[src/rtl/mdu_iter.sv]
// mdu_iter: iterative MULT/MULTU/DIV/DIVU unit with HI/LO registers and MTHI/MTLO writes.
// One result bit per CALC cycle; sign correction applied in a single FIX cycle.
module mdu_iter #(
    parameter int WIDTH = 32
) (
    input  logic             clk,
    input  logic             rst,
    input  logic             start,
    input  logic [2:0]       op,
    input  logic [WIDTH-1:0] A,
    input  logic [WIDTH-1:0] B,
    output logic             busy,
    output logic             done,
    output logic [WIDTH-1:0] hi,
    output logic [WIDTH-1:0] lo
);
    typedef enum logic [1:0] {IDLE, CALC, FIX} state_t;
    localparam int CW = $clog2(WIDTH + 1);

    state_t             r_state;
    logic [CW-1:0]      r_cnt;
    logic               r_div, r_sa, r_sb, r_busy, r_done;
    logic [WIDTH-1:0]   r_a, r_b, r_hi, r_lo;
    logic [2*WIDTH-1:0] r_acc;

    logic               w_signed, w_neg_a, w_neg_b;
    logic [WIDTH-1:0]   w_mag_a, w_mag_b, w_quo, w_rem;
    logic [WIDTH:0]     w_sum, w_trial;
    logic [2*WIDTH-1:0] w_mul_next, w_div_next, w_prod;

    assign w_signed = ~op[0];
    assign w_neg_a  = w_signed & A[WIDTH-1];
    assign w_neg_b  = w_signed & B[WIDTH-1];
    assign w_mag_a  = w_neg_a ? (~A + 1'b1) : A;
    assign w_mag_b  = w_neg_b ? (~B + 1'b1) : B;

    // Multiply: accumulator is {partial product, remaining multiplier bits}
    assign w_sum      = {1'b0, r_acc[2*WIDTH-1:WIDTH]} + (r_acc[0] ? {1'b0, r_a} : {(WIDTH+1){1'b0}});
    assign w_mul_next = {w_sum, r_acc[WIDTH-1:1]};

    // Divide: accumulator is {remainder, dividend bits shifting into quotient}
    assign w_trial    = r_acc[2*WIDTH-1:WIDTH-1] - {1'b0, r_b};
    assign w_div_next = w_trial[WIDTH] ? {r_acc[2*WIDTH-2:0], 1'b0}
                                       : {w_trial[WIDTH-1:0], r_acc[WIDTH-2:0], 1'b1};

    // A zero divisor leaves quotient all-ones and remainder = |A|; re-signing |A| restores A
    assign w_prod = (r_sa ^ r_sb) ? (~r_acc + 1'b1) : r_acc;
    assign w_quo  = ((r_sa ^ r_sb) && (r_b != '0)) ? (~r_acc[WIDTH-1:0] + 1'b1) : r_acc[WIDTH-1:0];
    assign w_rem  = r_sa ? (~r_acc[2*WIDTH-1:WIDTH] + 1'b1) : r_acc[2*WIDTH-1:WIDTH];

    always_ff @(posedge clk) begin
        if (rst) begin
            r_state <= IDLE;
            r_cnt   <= '0;
            r_div   <= 1'b0;
            r_sa    <= 1'b0;
            r_sb    <= 1'b0;
            r_busy  <= 1'b0;
            r_done  <= 1'b0;
            r_a     <= '0;
            r_b     <= '0;
            r_hi    <= '0;
            r_lo    <= '0;
            r_acc   <= '0;
        end else begin
            r_done <= 1'b0;
            case (r_state)
                IDLE: begin
                    if (start && !op[2]) begin
                        r_state <= CALC;
                        r_busy  <= 1'b1;
                        r_cnt   <= '0;
                        r_div   <= op[1];
                        r_sa    <= w_neg_a;
                        r_sb    <= w_neg_b;
                        r_a     <= w_mag_a;
                        r_b     <= w_mag_b;
                    end else if (start && !op[1]) begin
                        if (op[0]) r_lo <= A;
                        else       r_hi <= A;
                    end
                end
                CALC: begin
                    // count 0 seeds the accumulator, counts 1..WIDTH each retire one bit
                    r_cnt <= r_cnt + 1'b1;
                    r_acc <= (r_cnt == '0) ? (r_div ? {{WIDTH{1'b0}}, r_a} : {{WIDTH{1'b0}}, r_b})
                                           : (r_div ? w_div_next : w_mul_next);
                    if (r_cnt == CW'(WIDTH)) r_state <= FIX;
                end
                FIX: begin
                    r_state <= IDLE;
                    r_busy  <= 1'b0;
                    r_done  <= 1'b1;
                    r_hi    <= r_div ? w_rem : w_prod[2*WIDTH-1:WIDTH];
                    r_lo    <= r_div ? w_quo : w_prod[WIDTH-1:0];
                end
                default: r_state <= IDLE;
            endcase
        end
    end

    assign busy = r_busy;
    assign done = r_done;
    assign hi   = r_hi;
    assign lo   = r_lo;
endmodule

[config.mk]
export PLATFORM = sky130hd
export DESIGN_NAME = mdu_iter
export DESIGN_NICKNAME = d
export VERILOG_FILES = /design/src/rtl/mdu_iter.sv
export SDC_FILE = /design/constraint.sdc
export NUM_CORES = 1
export LEC_CHECK = 0
export CORE_MARGIN = 5
export CORE_UTILIZATION = 51
export DETAILED_ROUTE_END_ITERATION = 10
export GPL_TIMING_DRIVEN = 0
export PLACE_DENSITY = 0.78
export SYNTH_ARGS = -nofsm -noshare
export SYNTH_HDL_FRONTEND = slang
export SYNTH_SLANG_ARGS = --single-unit
[constraint.sdc]
create_clock -name clk -period 3.1 [get_ports clk]
set_clock_uncertainty 0.1 [all_clocks]
set_input_delay 0.465 -clock clk [delete_from_list [all_inputs] [get_ports clk]]
set_output_delay 0.465 -clock clk [all_outputs]
set_load 0.01 [all_outputs]
After elaboration in Yosys (flattened, before gate mapping):

Index checks and enable logic that the tools add are counted.

* input port bits: 70
* bits in registers: 205
* word-level logic and storage cells: 82
* output and inout bits: 66

* reductions and logical operators: 16
* $add $sub $neg: 8
* mux-type cells: 28
* equality and inequality tests: 9
* bitwise logic cells: 9

Operator list (number)
* $mux W32: 14
* $mux W64: 4
* $add A32 B1 Y32 const B: 4
* $not A32 Y32: 4
* $pmux W32 S2: 2
* $add A64 B1 Y64 const B: 1
* $not A64 Y64: 1
* $add A32 B32 Y33: 1
* $sub A33 B32 Y33: 1
* $reduce_bool A32 Y1: 1
* $ne A2 B2 Y1 const B: 6
* $pmux W6 S2: 1
* $reduce_and A2 Y1: 4
* $reduce_and A4 Y1: 2
* $add A6 B1 Y6 const B: 1
* $eq A6 B6 Y1 const B: 1
* $logic_not A6 Y1: 1
* $mux W6: 1
* $mux W2: 2
* $pmux W2 S2: 1
* $reduce_bool A2 Y1: 2
* $logic_and A1 B1 Y1: 3
* $and A1 B1 Y1: 2
* $eq A2 B1 Y1 const B: 1
* 7 further kinds: 9

Logic depth before layout (Yosys ltp):

* depth after elaboration: 5
* depth in mapped cells: 15
* mapped depth without buffers: 14

Worst setup path before layout:

OpenSTA, ideal clock, no wires.

* path kind: reg2reg
* start: register r_acc[31]
* end: register r_acc[49]
* setup time: 0.136 ns
* buffers on the path: 1
* clock period less this slack: 3.311 ns
* data required time: 2.864 ns
* cell stages (with the launch flop): 15
* path slack: -0.211 ns
* arrival: 3.075 ns
* path through: dfxtp_1 inv_1 ha_1 fa_1 nand2b_1 a21oi_1 o2111ai_1 a31oi_1 o2111ai_1 a31oi_1 xnor2_1 clkbuf_1 nor2_1 a21oi_1 o221ai_1

* cells in the longest elaborated chain, start to end: 4

Ends and longest elaborated chain
* start: declaration: RTL line 24 `logic [2*WIDTH-1:0] r_acc;`
* start signal: assignment: RTL line 86 `r_acc <= (r_cnt == '0) ? (r_div ? {{WIDTH{1'b0}}, r_a} : {{WIDTH{1'b0}}, r_b})`
* $sub A33 B32 Y33: RTL line 42 `assign w_trial = r_acc[2*WIDTH-1:WIDTH-1] - {1'b0, r_b};`
* $mux W64: RTL line 43 `assign w_div_next = w_trial[WIDTH] ? {r_acc[2*WIDTH-2:0], 1'b0}`
* $mux W64: RTL line 87 `: (r_div ? w_div_next : w_mul_next);`
* $mux W64: RTL line 86

Every way passes these cells.
A chain may end at the register's enable or synchronous reset.

Worst setup path in the final report:

* start: register r_b[29]
* end: register r_acc[53]

* cells in the longest elaborated chain, start to end: 4

Ends and longest elaborated chain
* start: declaration: RTL line 23 `logic [WIDTH-1:0] r_a, r_b, r_hi, r_lo;`
* start signal: assignment: RTL line 77 `r_b <= w_mag_b;`
* $sub A33 B32 Y33: RTL line 42
* $mux W64: RTL line 43
* $mux W64: RTL line 87
* $mux W64: RTL line 86

Every way passes these cells.

==> impl_metrics.tcl <==
set metrics [dict create \
    clkTransAtPathRegs_ns 0.06 \
    yosys_most_used_dff "dfxtp_1" \
    finalSetupTns_ns -5.57 \
    synth_warnings 0 \
    synth_edf_count 0 \
    violations "setup timing" \
    rsz0062_at_grt "yes" \
    crit_type "reg2reg" \
    period_minus_slack_ns 3.34 \
    drc 0 \
    routed_wl_um 59600 \
    clockBufferDepth 3 \
    cts_tree "built" \
    ys_top_cells_by_area "dfxtp_1 (27%), nor2_1 (6.0%), ha_1 (5.8%)" \
    status "finished, violations left" \
    tightestPinTransition_ns 1.21 \
    crit_slowest_cell "dfxtp_1" \
    n_fill_cell 2273 \
    dp_hpwl_um 44200 \
    maxCapViolCount 0 \
    die_h_um 182 \
    gp_congestion 1.03 \
    timing.final.crit_share_pct 108 \
    crit_path_cell_trace "inv_1 -> ha_1 -> a21o_1 -> a21o_1 -> a21oi_2 -> o21a_1 -> a31oi_4 -> buf_6 -> xnor2_4 -> buf_8 -> nand2_2 -> o31a_1 -> o21ai_1" \
    clock-sinks 205 \
    wire_per_inst_um 23.8 \
    fin_ws_ns -0.239 \
    syn_nets 2033 \
    synth-async-reset-ratio_pct 0 \
    setup_viol 45 \
    yosys-top-cells-count "nor2_1 (240), dfxtp_1 (205), a21oi_1 (142)" \
    fmax_mhz 300 \
    endpoint_kind "register" \
    worstPathRequired_ns 3.46 \
    fin_util_pct 67.6 \
    synth_fa_ha_area_share_pct 6.10 \
    overflow 0 \
    leakage_nw 7.11 \
    netlist_area_um2 15000 \
    cp_slowest_stage_delay_ns 0.61 \
    synthMuxAreaShare_pct 9.25 \
    cp_common_cell "a21o_1" \
    initial_core_util_pct 52.1 \
    grt_pass1_wl_um 88300 \
    hold_buffers 0 \
    synth_compound_area_share_pct 22.7 \
    synth_top_area_share_pct 27.3 \
    fin_total_pwr_mw 8.09 \
    layout.nets 2244 \
    portBuffers 132 \
    drive_gt1_share_pct 17.8 \
    coreArea_um2 28900 \
    areaGrowthSynthToFinish_pct 29.9 \
    startpoint_type "register" \
    syn_inst 1891 \
    cp_max_fo 6 \
    fp-row-count 62 \
    ant_nets 0 \
    diodes 0 \
    drt-vias-per-instance 6.48 \
    yosysTopAreaCell "dfxtp_1" \
    synth-xor-area-share_pct 9.91 \
    clockRootBuffer "clkbuf_16" \
    htreeDepth 1 \
    antenna_found_initial 0 \
    dr.first_iter.drc_count 1970 \
    seq_area_frac_synth_pct 27.3 \
    die_w_um 182 \
    fin_area_um2 19500 \
    ir_worst_vdd_mv 0.369 \
    die_area_um2 33000 \
    synth.distinct_cells 73 \
    synth_top_family_by_area "compound AO/OA/AOI/OAI gates" \
    cellPowerDensity_nw_per_um2 415 \
    dr.pass1.iters 5 \
    hold_ws_ns 0.279 \
    clock_latency_ns 0.54 \
    placed_cell_area_um2 16900 \
    grt.total_usage_pct 33.6 \
    synth_seq_cells 205 \
    synthSimpleGateAreaFrac_pct 20.1 \
    hold_viol 0 \
    grt_pass1_vias 15300 \
    yosysMostFrequentCell "nor2_1" \
    slew_headroom_pct 19.4 \
    slew_viol_final 0 \
    cts_buffers 23 \
    hp-class "in2reg" \
    vias 16200 \
    grt_max_degree 15 \
    io_pins 136 \
    avgSynthCellArea_um2 7.94 \
    worst_ep_arrival_time_ns 3.70 \
]
-- power breakdown --
part / switching [mW] / total, mW / internal (mW)
clock network: 1.21 / 3.24 / 2.03
registers: 0.202 / 2.95 / 2.74
logic: 1.09 / 1.90 / 0.812
total: 2.50 / 8.09 / 5.59
-- registers in the layout (all words and copies together) (netlist names) --
name,count
lo,32
r_acc,64
busy,1
r_sb,1
done,1
hi,32
r_div,1
r_sa,1
r_b,32
r_state,2
r_cnt,6
r_a,32
-- routing by layer --
| metal | track usage [%] | wire length, µm | vias up |
|---|---|---|---|
| met5 | 0 | 0 | - |
| met4 | 17.2 | 4110 | 0 |
| met3 | 5.96 | 6810 | 260 |
| met2 | 53.5 | 25800 | 1073 |
| met1 | 43.6 | 22800 | 7542 |
| li1 | - | - | 7331 |
-- metrics by stage --
| stage | setup WS, ns | cells |
|---|---|---|
| 2_1_floorplan | 0.00199 | 1891 |
| 3_3_place_gp | -1.08 | 2407 |
| 3_5_place_dp | -1.05 | 2407 |
| 4_1_cts | -0.186 | 2479 |
| 5_1_grt | -0.311 | 2502 |
| 6_report | -0.239 | 2502 |
-- cell type report --
type,instances,area (µm²),share of cell area [%]
Buffer,120,554,2.84
Clock buffer,29,628,3.22
Clock inverter,12,263,1.35
Inverter,60,244,1.25
Multi-Input combinational cell,1502,11300,58.0
Sequential cell,205,4210,21.6
Tap cell,384,480,2.46
Timing Repair Buffer,190,1810,9.25
-- critical path: cells and delay by family, from the launching register on --
family | cells | cell delay (ns)
AND/OR/NAND/NOR | 1 | 0.05
buffers and inverters | 3 | 0.48
adder cells (fa/ha/maj) | 1 | 0.38
flip-flops | 1 | 0.61
XOR/XNOR | 1 | 0.39
AO/OA/AOI/OAI | 7 | 1.23
-- cell usage in the layout (no fill, tap or decap), types with 10 or more instances in the layout --
cell type / instances
a211oi_1: 78
and2_1: 37
mux4_2: 31
nand2b_1: 22
o21ai_1: 35
o31ai_1: 18
o21ai_0: 59
or3_1: 20
nand3_1: 19
nor2_4: 12
dfxtp_4: 21
xnor2_1: 80
mux2i_1: 68
nor2_1: 222
a31oi_1: 16
clkdlybuf4s50_1: 129
a21oi_1: 104
clkbuf_16: 24
o22ai_1: 46
clkbuf_1: 93
buf_4: 49
xor2_1: 79
nor2b_1: 15
a21o_1: 19
buf_6: 12
dfxtp_1: 160
a21oi_2: 34
a22oi_1: 19
nand4_1: 23
ha_4: 16
o211ai_1: 11
dfxtp_2: 24
nor3_1: 54
nor4_1: 22
ha_2: 10
ha_1: 44
buf_1: 14
nand2_1: 106
inv_1: 54
-- logic make-up after synthesis --
kind of cell,count (synthesis)
buf+inv,185
simple gates,625
fa+ha+maj,72
compound gates,534
xor+xnor,170
mux,100
flops,205
-- path summary, 6_finish.rpt --
kind / end / depth (start not counted) / from / slack, ns
min reg2reg: busy / 2 / busy / 0.36
max: r_acc[53] / 13 / r_b[29] / -0.24
max reg2reg: r_acc[53] / 13 / r_b[29] / -0.24
min: r_b[8] / 3 / B[8] / 0.28
-- repair_timing --
action | 4_1_cts | 5_1_grt
buffers inserted | 30 | 24
endpoints found under the setup margin | 74 | 66
cloned | 5 | 1
gates resized for setup | 184 | 155
pin swaps | 72 | 83
Power figures use the tool's default switching activity.
